[src/rtl/y86_pkg.sv]
// y86_pkg -- shared Y86-64 icode/length constants and fetch-state encoding.
// Rev 1.0
`default_nettype none

package y86_pkg;

  localparam int MAX_LEN = 10;

  localparam logic [3:0] IHALT   = 4'h0;
  localparam logic [3:0] INOP    = 4'h1;
  localparam logic [3:0] IRRMOVQ = 4'h2;
  localparam logic [3:0] IIRMOVQ = 4'h3;
  localparam logic [3:0] IRMMOVQ = 4'h4;
  localparam logic [3:0] IMRMOVQ = 4'h5;
  localparam logic [3:0] IOPQ    = 4'h6;
  localparam logic [3:0] IJXX    = 4'h7;
  localparam logic [3:0] ICALL   = 4'h8;
  localparam logic [3:0] IRET    = 4'h9;
  localparam logic [3:0] IPUSHQ  = 4'hA;
  localparam logic [3:0] IPOPQ   = 4'hB;

  localparam logic [3:0] LEN_HALT    = 4'd1;
  localparam logic [3:0] LEN_NOP     = 4'd1;
  localparam logic [3:0] LEN_RRMOVQ  = 4'd2;
  localparam logic [3:0] LEN_IRMOVQ  = 4'd10;
  localparam logic [3:0] LEN_RMMOVQ  = 4'd10;
  localparam logic [3:0] LEN_MRMOVQ  = 4'd10;
  localparam logic [3:0] LEN_OPQ     = 4'd2;
  localparam logic [3:0] LEN_JXX     = 4'd9;
  localparam logic [3:0] LEN_CALL    = 4'd9;
  localparam logic [3:0] LEN_RET     = 4'd1;
  localparam logic [3:0] LEN_PUSHQ   = 4'd2;
  localparam logic [3:0] LEN_POPQ    = 4'd2;
  localparam logic [3:0] LEN_INVALID = 4'd1;

  typedef enum logic [2:0] {
    FS_IDLE = 3'd0,
    FS_RD0  = 3'd1,
    FS_LEN  = 3'd2,
    FS_RDN  = 3'd3,
    FS_DONE = 3'd4
  } fetch_state_e;

endpackage

`default_nettype wire

[src/rtl/y86_len_decode.sv]
// y86_len_decode -- combinational icode to instruction-length decoder.
// Rev 1.0
`default_nettype none

import y86_pkg::*;

module y86_len_decode (
  input  logic [3:0] icode_i,
  output logic [3:0] len_o,
  output logic       invalid_o
);

  always_comb begin
    len_o     = LEN_INVALID;
    invalid_o = 1'b0;
    case (icode_i)
      IHALT:   len_o = LEN_HALT;
      INOP:    len_o = LEN_NOP;
      IRRMOVQ: len_o = LEN_RRMOVQ;
      IIRMOVQ: len_o = LEN_IRMOVQ;
      IRMMOVQ: len_o = LEN_RMMOVQ;
      IMRMOVQ: len_o = LEN_MRMOVQ;
      IOPQ:    len_o = LEN_OPQ;
      IJXX:    len_o = LEN_JXX;
      ICALL:   len_o = LEN_CALL;
      IRET:    len_o = LEN_RET;
      IPUSHQ:  len_o = LEN_PUSHQ;
      IPOPQ:   len_o = LEN_POPQ;
      default: begin
        len_o     = LEN_INVALID;
        invalid_o = 1'b1;
      end
    endcase
  end

endmodule

`default_nettype wire

[src/rtl/fetch_sequencer.sv]
// fetch_sequencer -- byte-serial Y86-64 instruction fetch with valid/ready output.
// Rev 1.0
`default_nettype none

import y86_pkg::*;

module fetch_sequencer #(
  parameter logic [63:0] MEM_LAST_ADDR = 64'd200,
  parameter int          MAX_LEN       = y86_pkg::MAX_LEN
) (
  input  logic                   clk,
  input  logic                   reset,
  input  logic [63:0]            pc_in,
  input  logic                   pc_valid,
  output logic                   pc_ready,
  output logic                   mem_rd_en,
  output logic [63:0]            mem_addr,
  input  logic [7:0]             mem_rdata,
  output logic [8*MAX_LEN-1:0]   inst_bytes,
  output logic [3:0]             inst_len,
  output logic [63:0]            valP,
  output logic                   imem_error,
  output logic                   instr_invalid,
  output logic                   inst_valid,
  input  logic                   inst_ready
);

  fetch_state_e             state_q, state_d;
  logic [63:0]              pc_q, pc_d;
  logic [8*MAX_LEN-1:0]     bytes_q, bytes_d;
  logic [3:0]               len_q, len_d;
  logic [3:0]               idx_q, idx_d;
  logic                     err_q, err_d;
  logic                     inv_q, inv_d;

  logic [3:0]               w_dec_len;
  logic                     w_dec_inv;
  logic [3:0]               w_issue_k;
  logic [64:0]              w_addr_sum;
  logic                     w_addr_err;
  logic                     w_want_issue;
  logic                     w_issue;

  y86_len_decode u_len_decode (
    .icode_i   (mem_rdata[7:4]),
    .len_o     (w_dec_len),
    .invalid_o (w_dec_inv)
  );

  // Byte index about to be requested; idx_q is the byte arriving this cycle.
  always_comb begin
    w_want_issue = 1'b0;
    w_issue_k    = idx_q + 4'd1;
    case (state_q)
      FS_RD0: begin
        w_issue_k    = 4'd0;
        w_want_issue = 1'b1;
      end
      FS_LEN: begin
        w_issue_k    = 4'd1;
        w_want_issue = (w_dec_len != 4'd1);
      end
      FS_RDN:  w_want_issue = (idx_q != (len_q - 4'd1));
      default: w_want_issue = 1'b0;
    endcase
  end

  // 65-bit sum so a wrap past 2^64 is reported as out of range.
  assign w_addr_sum = {1'b0, pc_q} + {61'd0, w_issue_k};
  assign w_addr_err = (w_addr_sum > {1'b0, MEM_LAST_ADDR});
  assign w_issue    = w_want_issue && !w_addr_err;

  always_ff @(posedge clk or posedge reset) begin
    if (reset) begin
      state_q <= FS_IDLE;
      pc_q    <= '0;
      bytes_q <= '0;
      len_q   <= '0;
      idx_q   <= '0;
      err_q   <= 1'b0;
      inv_q   <= 1'b0;
    end else begin
      state_q <= state_d;
      pc_q    <= pc_d;
      bytes_q <= bytes_d;
      len_q   <= len_d;
      idx_q   <= idx_d;
      err_q   <= err_d;
      inv_q   <= inv_d;
    end
  end

  always_comb begin
    state_d = state_q;
    pc_d    = pc_q;
    bytes_d = bytes_q;
    len_d   = len_q;
    idx_d   = idx_q;
    err_d   = err_q;
    inv_d   = inv_q;
    case (state_q)
      FS_IDLE: begin
        if (pc_valid) begin
          pc_d    = pc_in;
          bytes_d = '0;
          len_d   = '0;
          idx_d   = '0;
          err_d   = 1'b0;
          inv_d   = 1'b0;
          state_d = FS_RD0;
        end
      end
      FS_RD0: begin
        if (w_addr_err) begin
          err_d   = 1'b1;
          state_d = FS_DONE;
        end else begin
          state_d = FS_LEN;
        end
      end
      FS_LEN: begin
        bytes_d[7:0] = mem_rdata;
        len_d        = w_dec_len;
        inv_d        = w_dec_inv;
        idx_d        = 4'd1;
        if (!w_want_issue) begin
          state_d = FS_DONE;
        end else if (w_addr_err) begin
          err_d   = 1'b1;
          state_d = FS_DONE;
        end else begin
          state_d = FS_RDN;
        end
      end
      FS_RDN: begin
        for (int k = 0; k < MAX_LEN; k++) begin
          if (idx_q == 4'(k)) begin
            bytes_d[8*k +: 8] = mem_rdata;
          end
        end
        idx_d = idx_q + 4'd1;
        if (!w_want_issue) begin
          state_d = FS_DONE;
        end else if (w_addr_err) begin
          err_d   = 1'b1;
          state_d = FS_DONE;
        end
      end
      FS_DONE: begin
        if (inst_ready) begin
          err_d = 1'b0;
          inv_d = 1'b0;
          if (pc_valid) begin
            pc_d    = pc_in;
            bytes_d = '0;
            len_d   = '0;
            idx_d   = '0;
            state_d = FS_RD0;
          end else begin
            state_d = FS_IDLE;
          end
        end
      end
      default: state_d = FS_IDLE;
    endcase
  end

  always_comb begin
    pc_ready      = !reset && ((state_q == FS_IDLE) ||
                               ((state_q == FS_DONE) && inst_ready));
    mem_rd_en     = w_issue;
    mem_addr      = w_issue ? w_addr_sum[63:0] : 64'd0;
    inst_valid    = (state_q == FS_DONE);
    inst_bytes    = bytes_q;
    inst_len      = len_q;
    valP          = pc_q + {60'd0, len_q};
    imem_error    = err_q;
    instr_invalid = inv_q;
  end

endmodule

`default_nettype wire

[config.mk]
export PLATFORM = sky130hd
export DESIGN_NAME = fetch_sequencer
export DESIGN_NICKNAME = d
export VERILOG_FILES = /design/src/rtl/y86_pkg.sv /design/src/rtl/y86_len_decode.sv /design/src/rtl/fetch_sequencer.sv
export SDC_FILE = /design/constraint.sdc
export NUM_CORES = 1
export LEC_CHECK = 0
export ABC_AREA = 1
export CAP_MARGIN = 25
export CORE_MARGIN = 2
export CORE_UTILIZATION = 35
export CTS_CLUSTER_DIAMETER = 60
export DETAILED_ROUTE_END_ITERATION = 10
export SETUP_SLACK_MARGIN = 0.4
export SYNTH_ARGS = -nofsm -noshare
export SYNTH_HDL_FRONTEND = slang
export SYNTH_SLANG_ARGS = --single-unit
[constraint.sdc]
create_clock -name clk -period 17.25 [get_ports clk]
set_input_delay 4.3125 -clock clk [delete_from_list [all_inputs] [get_ports clk]]
set_output_delay 4.3125 -clock clk [all_outputs]
set_load 0.05 [all_outputs]
=== After elaboration in Yosys (flattened, before gate mapping) ===
Index checks and enable logic that the tools add are counted.
W data, S select, Z words.

* Bits in registers: 157
* Output and inout bits: 217
* Logic and storage cells: 139

* $add $sub $neg: 4
* Order comparisons: 1
* Equal/unequal tests: 40
* Mux-type cells: 43
* Reduce and logical (&&, ||, !) cells: 35

{| class="wikitable"
|+ Operator list
! operator !! number
|-
| $pmux W72 S3 || 1
|-
| $mux W64 || 3
|-
| $mux W80 || 2
|-
| $pmux W64 S2 || 1
|-
| $mux W8 || 10
|-
| $add A64 B4 Y65 || 1
|-
| $gt A65 B8 Y1 const B || 1
|-
| $add A64 B4 Y64 || 1
|-
| $reduce_and A3 Y1 || 12
|-
| $eq A4 B3 Y1 const B || 8
|-
| $pmux W8 S4 || 1
|-
| $eq A4 B4 Y1 const B || 6
|-
| $pmux W4 S3 || 2
|-
| $ne A2 B2 Y1 const B || 11
|-
| $mux W3 || 7
|-
| $eq A4 B2 Y1 const B || 4
|-
| $mux W4 || 4
|-
| $pmux W4 S4 || 1
|-
| $pmux W3 S5 || 1
|-
| $reduce_or A12 Y1 || 1
|-
| $eq A4 B1 Y1 const B || 2
|-
| $logic_not A4 Y1 || 2
|-
| $pmux W4 S2 || 1
|-
| $reduce_bool A4 Y1 || 2
|-
| 23 further kinds || 38
|}

=== Logic depth before layout (Yosys ltp) ===
Gate-level depths: netlist (run 1).

* Depth in word-level cells: 7
* Gate-level depth with buffers: 27
* Gate-level depth less buffers: 27

=== Cells and area by module ===
A second synthesis (run 1) with hierarchy kept.

* Cell total of the unflattened synthesis: 1459
* Area, all modules: 10346.2 µm²

{| class="wikitable"
|+ Modules (own cells, without submodules)
! module !! times used !! cells an instance !! area each (µm²) !! sequential area each (µm²)
|-
| fetch_sequencer || 1 || 1434 || 10243.6 || 3928.8
|-
| y86_len_decode || 1 || 25 || 102.6 || 0.0
|}

=== Worst setup path after synthesis (run 1) ===
OpenSTA, ideal clock, no wires.

* Path type: input port to output port
* Start point: input port mem_rdata[6]
* End point: output port mem_addr[2]
* Arrival time: 6044 ps
* Data required time: 12937 ps
* Path slack: 6894 ps
* Stages on the path: 8
* Path buffers: 0
* Cell sequence: inv_1 nor2_1 nand2_1 o21ai_0 o21ai_0 inv_1 nor3_1 nor3b_1

* Cells in the longest elaborated chain, start to end: 7
* Elaborated cells between the ends (all ways): 17

{| class="wikitable"
|+ Ends and longest elaborated chain
! item !! line !! RTL
|-
| start, declared || fetch_sequencer.sv:18 || <nowiki>input logic [7:0] mem_rdata,</nowiki>
|-
| $eq A4 B2 Y1, or another cell as far along || y86_len_decode.sv:16 || <nowiki>case (icode_i)</nowiki>
|-
| $reduce_or A4 Y1 (no line), or another cell as far along || - ||
|-
| $pmux W4 S3 (*) || y86_len_decode.sv:16 ||
|-
| $ne A4 B1 Y1 (*) || fetch_sequencer.sv:61 || <nowiki>w_want_issue = (w_dec_len != 4'd1);</nowiki>
|-
| $pmux W1 S3 (*) || fetch_sequencer.sv:54 || <nowiki>case (state_q)</nowiki>
|-
| $logic_and A1 B1 Y1 (*) || fetch_sequencer.sv:71 || <nowiki>assign w_issue = w_want_issue && !w_addr_err;</nowiki>
|-
| $mux W64 (*) || fetch_sequencer.sv:172 || <nowiki>mem_addr = w_issue ? w_addr_sum[63:0] : 64'd0;</nowiki>
|-
| end, declared || fetch_sequencer.sv:17 || <nowiki>output logic [63:0] mem_addr,</nowiki>
|}

Every way passes the cells marked *; elsewhere a longest branch is shown, timed or not.

=== Worst setup path after layout (run 1) ===
* Start point: input port mem_rdata[6]
* End point: output port mem_addr[5]

Same word-level chain as after synthesis.

==> key figures, run 1 <==
Floorplan
  • Top Ports: 293
  • FP Rows: 63
  • Die outline width: 176 um
  • Starting Density: 0.353
  • Core footprint: 29,400 um^2
  • Die ar.: 31,000 um^2
  • DIE HEIGHT: 176 um

GRT
  • Pin count of the biggest net entering global routing: 83
  • Antenna violations before repair: 1
  • First-pass GRT wire length: 54,000 um
  • Remaining global-route overflow: 0
  • Number of global-route vias before repair: 9,435
  • Overall routing resource usage: 0.230

Power
  • Power share of the sequential group: 0.286
  • Int Pwr: 994 uW
  • Worst VDD drop: 60.9 uV
  • Gate power share: 0.539
  • P_sw: 1.09 mW
  • PD cells: 154 nW/um^2
  • Sw Share: 0.523
  • Clock power share: 0.175
  • Leak pwr: 6.17 nW

Worst setup path
  • Reg2reg path depth: 25
  • Max FO, Critical Path: 10
  • Critical-path top delay cell: clkdlybuf4s50_1
  • FF-to-FF setup slack: approximately 12,000 ps
  • Critical-path cell list: clkdlybuf4s50_1 -> inv_1 -> nor2_1 -> nand2_1 -> o21ai_0 -> o21ai_0 -> inv_1 -> nor3_1 -> inv_1 -> nand3_4 -> nor2_1 -> clkdlybuf4s50_1
  • Worst r2r dst: state_q[2]$_DFFE_PP0P_
  • WP buf/inv: 5
  • WP data required: 12,940 ps
  • Cell mode on critical path: inv_1
  • WS Path Type: input port to output pin
  • Worst endpoint data arrival time: 6860 ps
  • Worst path top cell family by delay: buffers and inverters
  • Worst setup EP type: output pin
  • Crit path launch type: input port
  • Reg2reg start: state_q[1]$_DFFE_PP0P_
  • Slowest Stage Delay on Critical Path: 810 ps

Layout
  • Commonest non-fill, non-tap cell in the layout: nand2_1
  • Share of post-route cells with drive strength above 1: 0.128
  • Area grow syn2layout: 30.7%
  • Final Instance Count excl. Fillers: 1,964
  • # nets final: 1,649
  • Most frequent cells in the layout: 268 x nand2_1, 235 x clkdlybuf4s50_1, 224 x nor2_1, 156 x dfrtp_1, 123 x inv_1

Detailed routing
  • Via count: 9,486
  • Post-Route WL: about 36,000 um
  • Avg WL per Cell: 18.1 um
  • Pre-antenna DRT Iters: 5
  • Vias per cell: 4.83
  • 1st-iter DRT viols: about 600
  • Drt drc: 0
  • Post-route ant nets: 0

Clock network
  • CTS root buf: clkbuf_16
  • Reg clk slew, reported paths: 80 ps
  • CTS Buf Count: 17
  • Clock sinks: around 160
  • H-tree depth: 4
  • Number of hold buffers added after CTS: 0
  • CTS tree: done
  • # resized after CTS: 0
  • Setup Buffers After CTS: 0
  • Clk Latency, worst-skew pair: 440 ps
  • Clk buf depth: 2

Synth
  • Post-synth top area cell: dfrtp_1
  • Yosys cell types: 44
  • Yosys warning count: 0
  • Synth top area share: 0.376
  • Ranking of synthesized cells by area: dfrtp_1 38%, mux2_2 9.8%, nand2_1 9.7%
  • Seq cells post-synth: 156
  • Sequential share of the synthesized area: 0.376
  • Netlist Area Pre-Place: about 10,000 um^2
  • Mapped Cells: 1,317
  • Syn Area/Cell: 7.87 um^2

Min path
  • Hold crit path type: register to register
  • Hold path startpoint: imem_error$_DFFE_PP0P_
  • Worst Hold Path EP: imem_error$_DFFE_PP0P_
  • Min-Delay Path Depth: 2

Timing
  • Setup TNS: 0 ps
  • Fmax: 89.5 MHz
  • Period utilization: 0.648
  • Worst Tran Pin Value: 812 ps
  • Final hold viol count: 0
  • Fin crit period: 11,180 ps
  • Unrepaired setup endpoints after global routing: no
  • Slew Viols, Final: 0
  • Hold Slack: just over 500 ps
  • # setup viols final: 0
  • Slew headroom: 0.459
  • Max Clock Skew: 14.1 ps

Placement
  • Inst Count DP: 1,928
  • PortBufs: 235
  • Post-detail-place hpwl: 28,400 um
  • Routability congestion estimate: 0.939

Run status
  • Outcome: finished, final reports clean

Run
  • Max_cap viols: 0
-- area by class of cell --
class                   count  area, um^2
diodes                      2        5.00
clock inverters            13         108
inverters                 134         508
multi-input cells        1010        5690
fillers                  2973       15800
flip-flops and latches    156        3900
well taps                 390         488
clock buffers              19         443
repair buffers            240        2410
-- flip-flops by register name, summed over array words and instances (netlist names) --
name and flops:
idx_q 4, imem_error 1, inst_bytes 80, inst_len 3
instr_invalid 1, pc_q 64, state_q 3
-- worst min-delay path, delay by kind of cell, from the launching register on --
kind / cells / cell delay, ps
DFF: 1 / 360
and+or+nand+nor: 2 / 120
-- layer usage --
metal  part of all wire  GRT usage
met1               0.42      0.287
met2               0.46      0.374
met3              0.089     0.0764
met4              0.030     0.0764
met5                  0          0
-- worst max path at each step --
stage	start	to	slack (ps)	cells after the start
global route	mem_rdata[6]	mem_addr[1]	5820	12
global placement	mem_rdata[6]	mem_addr[6]	6220	12
finish	mem_rdata[6]	mem_addr[5]	6070	12
detailed placement	mem_rdata[6]	mem_addr[5]	6110	12
floorplan	mem_rdata[6]	mem_addr[2]	6890	8
CTS	mem_rdata[6]	mem_addr[5]	6110	12
-- stage by stage --
stage	total power [mW]	util	setup WS [ps]	instance area [um^2]
global route	2.20	0.461	5820	13500
finish	2.09	0.461	6070	13600
CTS	2.09	0.460	6110	13500
detailed placement	1.72	0.441	6110	13000
floorplan	1.34	-	6890	10600
global placement	1.72	0.441	6220	13000
-- synth_stat cells (all sizes together) --
cell type and count:
nand2 291, nor2 255, dfrtp 156, inv 129, mux2 90, xor2 76, a21oi 69, buf 68
nand3 67, o21ai 25, nand4 16, nor3 13, xnor2 13, ha 12, clkbuf 5, clkinv 5
nand3b 4, o22ai 4, o21bai 3, a211oi 2, and2 2, fa 2, o31ai 2, a21boi 1
conb 1, mux2i 1, nor3b 1, nor4 1, o211ai 1, o221ai 1, or2 1
-- cell families (layout without fill, tap and decap cells) --
group	Yosys count	after routing	share of synthesized area
simple gates	651	651	0.276
buf+inv	207	406	0.0964
flops	156	156	0.376
compound gates	108	108	0.0588
mux	91	91	0.0987
xor+xnor	89	89	0.0752
fa+ha+maj	14	14	0.0183
other cells	1	59	0.000362
-- power by group through the flow --
stage / Combinational, mW / Clock [mW] / Sequential, mW
global placement: 1.12 / 0 / 0.598
floorplan: 0.772 / 0 / 0.566
global route: 1.21 / 0.386 / 0.607
detailed placement: 1.12 / 0 / 0.598
CTS: 1.13 / 0.374 / 0.592
finish: 1.12 / 0.365 / 0.596
No activity file was read; power rests on OpenSTA's default activity.
==> inputs of run 2 (changes only) <==
==> constraint.sdc (replaced) <==
create_clock -name clk -period 11.4 [get_ports clk]
set_input_delay 2.85 -clock clk [delete_from_list [all_inputs] [get_ports clk]]
set_output_delay 2.85 -clock clk [all_outputs]
set_load 0.05 [all_outputs]
==> run 2 against run 1 <==
Net effect:
- final area rose by 0.30%
- worst setup slack lost 3200 ps
- final cell count shrank 0.10%
- hold slack lost 8.9 ps
- via count shrank 0.41%
- count of clock-buffer cells in the layout stayed put
- power grew 55%
- wire length up 1.9%
- largest cell class unchanged
- clock skew grew 9.0 ps
==> key figures, run 2 (synthesis gave the netlist of run 1 again) <==
Timing
  • Slew Viols, Final: 0 (unchanged)
  • Fmax: 117 MHz
  • Fin crit period: 8530 ps
  • Slew headroom: 0.493 (was 0.459)
  • # setup viols final: 0 (unchanged)
  • Hold Slack: 499 ps (was 508 ps)
  • Final hold viol count: 0 (unchanged)
  • Max Clock Skew: 23.0 ps (was 14.1 ps)
  • Worst Tran Pin Value: 760 ps (was 812 ps)
  • Unrepaired setup endpoints after global routing: no (unchanged)
  • Setup TNS: 0 ps (unchanged)
  • Period utilization: 0.748

Clock network
  • Clk buf depth: 2 (unchanged)
  • CTS tree: done (unchanged)
  • CTS root buf: clkbuf_16 (unchanged)
  • Number of hold buffers added after CTS: 0 (unchanged)
  • Reg clk slew, reported paths: 80 ps (about the same)
  • CTS Buf Count: 17 (unchanged)
  • Clock sinks: 156 (unchanged)
  • Clk Latency, worst-skew pair: 450 ps (was 440 ps)
  • H-tree depth: 4 (unchanged)
  • Setup Buffers After CTS: 0 (unchanged)
  • # resized after CTS: 0 (unchanged)

GRT
  • Antenna violations before repair: 4 (was 1)
  • Overall routing resource usage: 0.235 (was 0.230)
  • First-pass GRT wire length: 55,100 um (was 54,000 um)
  • Remaining global-route overflow: 0 (unchanged)
  • Pin count of the biggest net entering global routing: 85 (was 83)
  • Number of global-route vias before repair: 9,342 (was 9,435)

Detailed routing
  • Avg WL per Cell: 18.4 um (was 18.1 um)
  • 1st-iter DRT viols: 544 (was 601)
  • Via count: 9,447 (was 9,486)
  • Pre-antenna DRT Iters: 5 (unchanged)
  • Post-route ant nets: 0 (unchanged)
  • Drt drc: 0 (unchanged)
  • Post-Route WL: 36,200 um (was 35,500 um)
  • Vias per cell: 4.81 (was 4.83)

Layout
  • Fill count: 2,930 (was 2,973)
  • Area grow syn2layout: 31.1% (was 30.7%)
  • Largest register FFs: 80 (unchanged)
  • Commonest non-fill, non-tap cell in the layout: nand2_1 (unchanged)
  • Most frequent cells in the layout: 268 x nand2_1, 235 x clkdlybuf4s50_1, 224 x nor2_1, 156 x dfrtp_1, 123 x inv_1 (unchanged)
  • Storage element area: 3900 um^2 (unchanged)
  • # nets final: 1,649 (unchanged)
  • Final core occ: 0.462 (was 0.461)
  • Final Instance Count excl. Fillers: 1,962 (was 1,964)
  • Share of post-route cells with drive strength above 1: 0.128 (about the same)
  • Area of the multi-input gates: 5690 um^2 (unchanged)

Run status
  • Outcome: finished, final reports clean (unchanged)

Worst setup path
  • Critical-path cell list: inv_1 -> nor2_1 -> inv_1 -> nor2_1 -> inv_1 -> o21ai_0 -> nor2_1 -> fa_1 -> nand3_1 -> nand2_1 -> nand2_1 -> nor2_2 -> nand2_1 -> inv_1 -> nand2_1 -> nand2_1 -> nor2_1 -> nand3_1 -> nor2_1 -> nand2_1 -> nor2_4 -> nand2_1 -> nor3b_1 -> clkdlybuf4s50_1 (was clkdlybuf4s50_1 -> inv_1 -> nor2_1 -> nand2_1 -> o21ai_0 -> o21ai_0 -> inv_1 -> nor3_1 -> inv_1 -> nand3_4 -> nor2_1 -> clkdlybuf4s50_1)
  • WS Path Type: register to output pin (was input port to output pin)
  • Slowest Stage Delay on Critical Path: 840 ps (was 810 ps)
  • Crit path launch type: register (was input port)
  • Max FO, Critical Path: 11 (was 10)
  • Cell mode on critical path: nand2_1 (was inv_1)
  • WP data required: 8550 ps (was 12,940 ps)
  • Worst setup EP type: output pin (unchanged)
  • Worst path top cell family by delay: simple AND/OR/NAND/NOR gates (was buffers and inverters)
  • Critical-path top delay cell: clkdlybuf4s50_1 (unchanged)
  • WP buf/inv: 5 (unchanged)
  • Worst endpoint data arrival time: 5680 ps (was 6860 ps)

Floorplan
  • Die ar.: 31,000 um^2 (unchanged)
  • DIE HEIGHT: 176 um (unchanged)
  • Die outline width: 176 um (unchanged)
  • Top Ports: 293 (unchanged)
  • FP Rows: 63 (unchanged)
  • Starting Density: 0.353 (unchanged)
  • Core footprint: 29,400 um^2 (unchanged)

Power
  • Leak pwr: 6.19 nW (was 6.17 nW)
  • Worst VDD drop: 107 uV (was 60.9 uV)
  • PD cells: 237 nW/um^2 (was 154 nW/um^2)

Min path
  • Hold crit path type: register to register (unchanged)

Placement
  • Inst Count DP: 1,929 (was 1,928)
  • Routability congestion estimate: 0.951 (was 0.939)
  • Post-detail-place hpwl: 28,700 um (was 28,400 um)
  • PortBufs: 235 (unchanged)

Run
  • Max_cap viols: 0 (unchanged)
## run 2: routing by layer
layer / up-vias / track usage / routed length, um
met5: - / 0 / 27
met4: 4 / 0.0623 / 655
met3: 34 / 0.0691 / 3140
met2: 359 / 0.386 / 17100
met1: 4483 / 0.303 / 15300
li1: 4567 / - / -
## run 2: power by group
group | internal, mW | switching, mW | total, mW
registers | 0.679 | 0.225 | 0.904
clock network | 0.340 | 0.269 | 0.610
logic | 0.534 | 1.18 | 1.71
total | 1.55 | 1.67 | 3.22
## run 2: worst reg2reg max path: stages (launching register included)
cell and delay [ps]:
dfrtp_1 400, inv_1 90, nor2_1 580, inv_1 150, nor2_1 330, inv_1 230, o21ai_0 220, nor2_1 140
fa_1 470, nand3_1 120, nand2_1 80, nand2_1 180, nor2_2 100, nand2_1 150, inv_1 70, nand2_1 60
nand2_1 80, nor2_1 120, nand3_1 90, nor2_1 90, nand2_1 90, nor2_4 230, nand3_4 160, nand2_1 100
nand2_1 50, nand2_1 60, nand2_1 50
## run 2: cell type report
class | count | share of cell area
diodes | 1 | 0.000184
clock buffers | 19 | 0.0333
clock inverters | 12 | 0.0110
inverters | 134 | 0.0374
multi-input cells | 1010 | 0.418
flip-flops and latches | 156 | 0.287
well taps | 390 | 0.0359
repair buffers | 240 | 0.177
## run 2: path summary, 6_finish.rpt
kind                                   startpoint                      end  slack, ps  cells past startpoint
setup / recovery           state_q[1]$_DFFE_PP0P_              mem_addr[2]       2870                     24
hold / removal             imem_error$_DFFE_PP0P_   imem_error$_DFFE_PP0P_        500                      2
setup reg to reg           state_q[1]$_DFFE_PP0P_   state_q[2]$_DFFE_PP0P_       6800                     26
hold reg to reg            imem_error$_DFFE_PP0P_   imem_error$_DFFE_PP0P_        500                      2
max in group asynchronous                   reset     pc_q[18]$_DFFE_PP0P_       7160                      4
min in group asynchronous                   reset  inst_len[0]$_DFFE_PP0P_       2930                      2
## run 2: per-stage QoR
| stage | setup slack [ps] | cell area (um^2) | total power, mW |
|---|---|---|---|
| 5_1_grt | 2350 | 13600 | 3.39 |
| 6_report | 2870 | 13600 | 3.22 |
| 3_5_place_dp | 3180 | 13000 | 2.62 |
| 2_1_floorplan | 3970 | 10600 | 2.02 |
| 4_1_cts | 2870 | 13600 | 3.24 |
| 3_3_place_gp | 3280 | 13000 | 2.61 |
==> RTL edit, RTL diff (config.mk and constraints of run 2) <==
Take the reset off `pc_q` and `bytes_q` and load them in a clocked block of their own.
--- a/src/rtl/fetch_sequencer.sv
+++ b/src/rtl/fetch_sequencer.sv
@@ -75,4 +75,2 @@
       state_q <= FS_IDLE;
-      pc_q    <= '0;
-      bytes_q <= '0;
       len_q   <= '0;
@@ -83,4 +81,2 @@
       state_q <= state_d;
-      pc_q    <= pc_d;
-      bytes_q <= bytes_d;
       len_q   <= len_d;
@@ -90,2 +86,7 @@
     end
+  end
+
+  always_ff @(posedge clk) begin
+    pc_q    <= pc_d;
+    bytes_q <= bytes_d;
   end
Formal check against the unedited RTL: not equivalent (Yosys sat finds a counterexample within 4 cycles, from zero or initial values and one cycle with reset high).
==> RTL edit against run 2 <==
Synthesized area shrank 4.5%; final area is 3.6% lower; count of clock-buffer cells in the layout shrank 2; synthesized cell count fell by 6.1%; routed wire length is 3.5% lower; power fell by 26%; setup slack better by 0.059 ns; non-clock buffer count decreased by 2; sequential cell count is the same; first-iteration DRC count rose by 61%; utilization rose by 0.92 points.
==> RTL edit: results (changes against run 2) <==
----------------------------------------------------
[Status]
  Outcome ... finished, final reports clean

[Global route]
  Global-route wire length before repair ... 51.5 mm (-6.4%)
  Met1 usage ... 32.0% (+1.8 points)
  Vias in the first global route ... 8633 (-7.6%)
  Maximum number of pins on one net before global-route repair ... 66 (-22%)
  Global routing usage summed across all routing layers ... 23.8% (+0.26 points)
  GR Util met3 ... 4.30% (-2.6 points)
  Antenna violations before repair ... 0 (-4)

[Yosys]
  Commonest cells in the netlist ... 342 x nand2_1, 239 x nor2_1, 144 x edfxtp_1, 126 x inv_1, 84 x nand3_1
  Register area share after synthesis ... 46.7% (+9.1 points)
  Main synth FF type ... edfxtp_1
  Combined area of all synthesized cells ... 9900 µm² (-4.5%)
  Adder-Cell Fraction of Synth Area ... 1.92% (+0.087 points)
  Fraction of synthesized area in multiplexers ... 0% (-9.9 points)
  Number of synthesized flops with an enable pin ... 144 (+144)
  Synthesized-area fraction occupied by ao, oa, aoi and oai cells ... 3.21% (-2.7 points)
  Ys async rst share ... 7.69% (-92 points)

[Worst setup path]
  Largest fanout on the critical path ... 13 (+2)
  Worst stage delay on the critical path ... 0.81 ns (-0.03 ns)

[Placed design]
  Inst Count DP ... 1843 (-4.5%)
  Placer's final routability congestion estimate ... 1.00 (+5.2%)
  HPWL after detailed placement ... 28.7 mm (-0.12%)

[Layout]
  Antenna diode count ... 0 (-1)
  Final-layout fill cell count ... 2712 (-7.4%)

[Drt]
  Sum of routed wire length over all layers ... 34.9 mm (-3.5%)

----------------------------------------------------
## RTL edit: changes by cell type in the layout (fill, tap and decap cells not counted), moves of 12 or more
cell,before,now
a21oi_1,60,17
edfxtp_1,0,144
dfrtp_1,156,12
xor2_1,76,64
nand3_1,63,84
mux2_2,90,0
nand2_1,268,342
nor2_1,224,239
## RTL edit: kinds of logic (layout without fill, tap and decap cells)
| kind of cell | Yosys count | in the layout |
|---|---|---|
| fa+ha+maj | 14 | 14 |
| xor+xnor | 73 | 73 |
| simple gates | 743 | 743 |
| flops | 156 | 156 |
| buf+inv | 195 | 400 |
| compound gates | 55 | 55 |
| other cells | 1 | 57 |
## RTL edit: cell type report
class                      count  area share, %
inverter                     130           3.72
clock inverter                15           1.51
multi-input combinational    942           34.5
tap                          378           3.61
sequential                   156           35.3
clock buffer                  17           3.25
timing repair buffer         238           18.1
## RTL edit: worst max-delay path, delay by kind of cell, from the launching register on
kind / cells / cell delay, ns
flops: 1 / 0.37
fa+ha+maj: 1 / 0.38
simple gates: 19 / 2.99
buf+inv: 5 / 1.42
## RTL edit: path summary, 6_finish.rpt
| check | slack [ns] | startpoint | depth (start not counted) | to |
|---|---|---|---|---|
| max | 2.93 | state_q[1]$_DFFE_PP0P_ | 25 | mem_addr[3] |
| min | 0.55 | instr_invalid$_DFFE_PP0P_ | 2 | instr_invalid$_DFFE_PP0P_ |
| max reg2reg | 6.89 | state_q[1]$_DFFE_PP0P_ | 27 | state_q[0]$_DFFE_PP0P_ |
| min reg2reg | 0.55 | instr_invalid$_DFFE_PP0P_ | 2 | instr_invalid$_DFFE_PP0P_ |
| max in group asynchronous | 8.24 | reset | 2 | idx_q[3]$_DFFE_PP0P_ |
| min in group asynchronous | 2.81 | reset | 2 | inst_len[3]$_DFFE_PP0P_ |
## RTL edit: where the power goes
group / total (W) / internal [W] / switching [W]
Combinational: 0.000944 / 0.000263 / 0.000681
Sequential: 0.000859 / 0.000762 / 0.0000974
Clock: 0.000589 / 0.000299 / 0.000290
## RTL edit: per-layer routing
metal	vias up	wire length (µm)	part of all wire, %
met5	-	0	0
met4	0	735	2.1
met3	46	2730	7.8
met2	448	16200	46
met1	4147	15300	44
li1	4376	-	-
## RTL edit: metrics by stage
stage	worst slack (ns)	utilization (%)
after floorplan	4.24	-
after global placement	3.25	44.9
after detailed placement	3.20	44.9
after CTS	2.96	47.1
after global routing	2.29	47.2
final	2.93	47.2
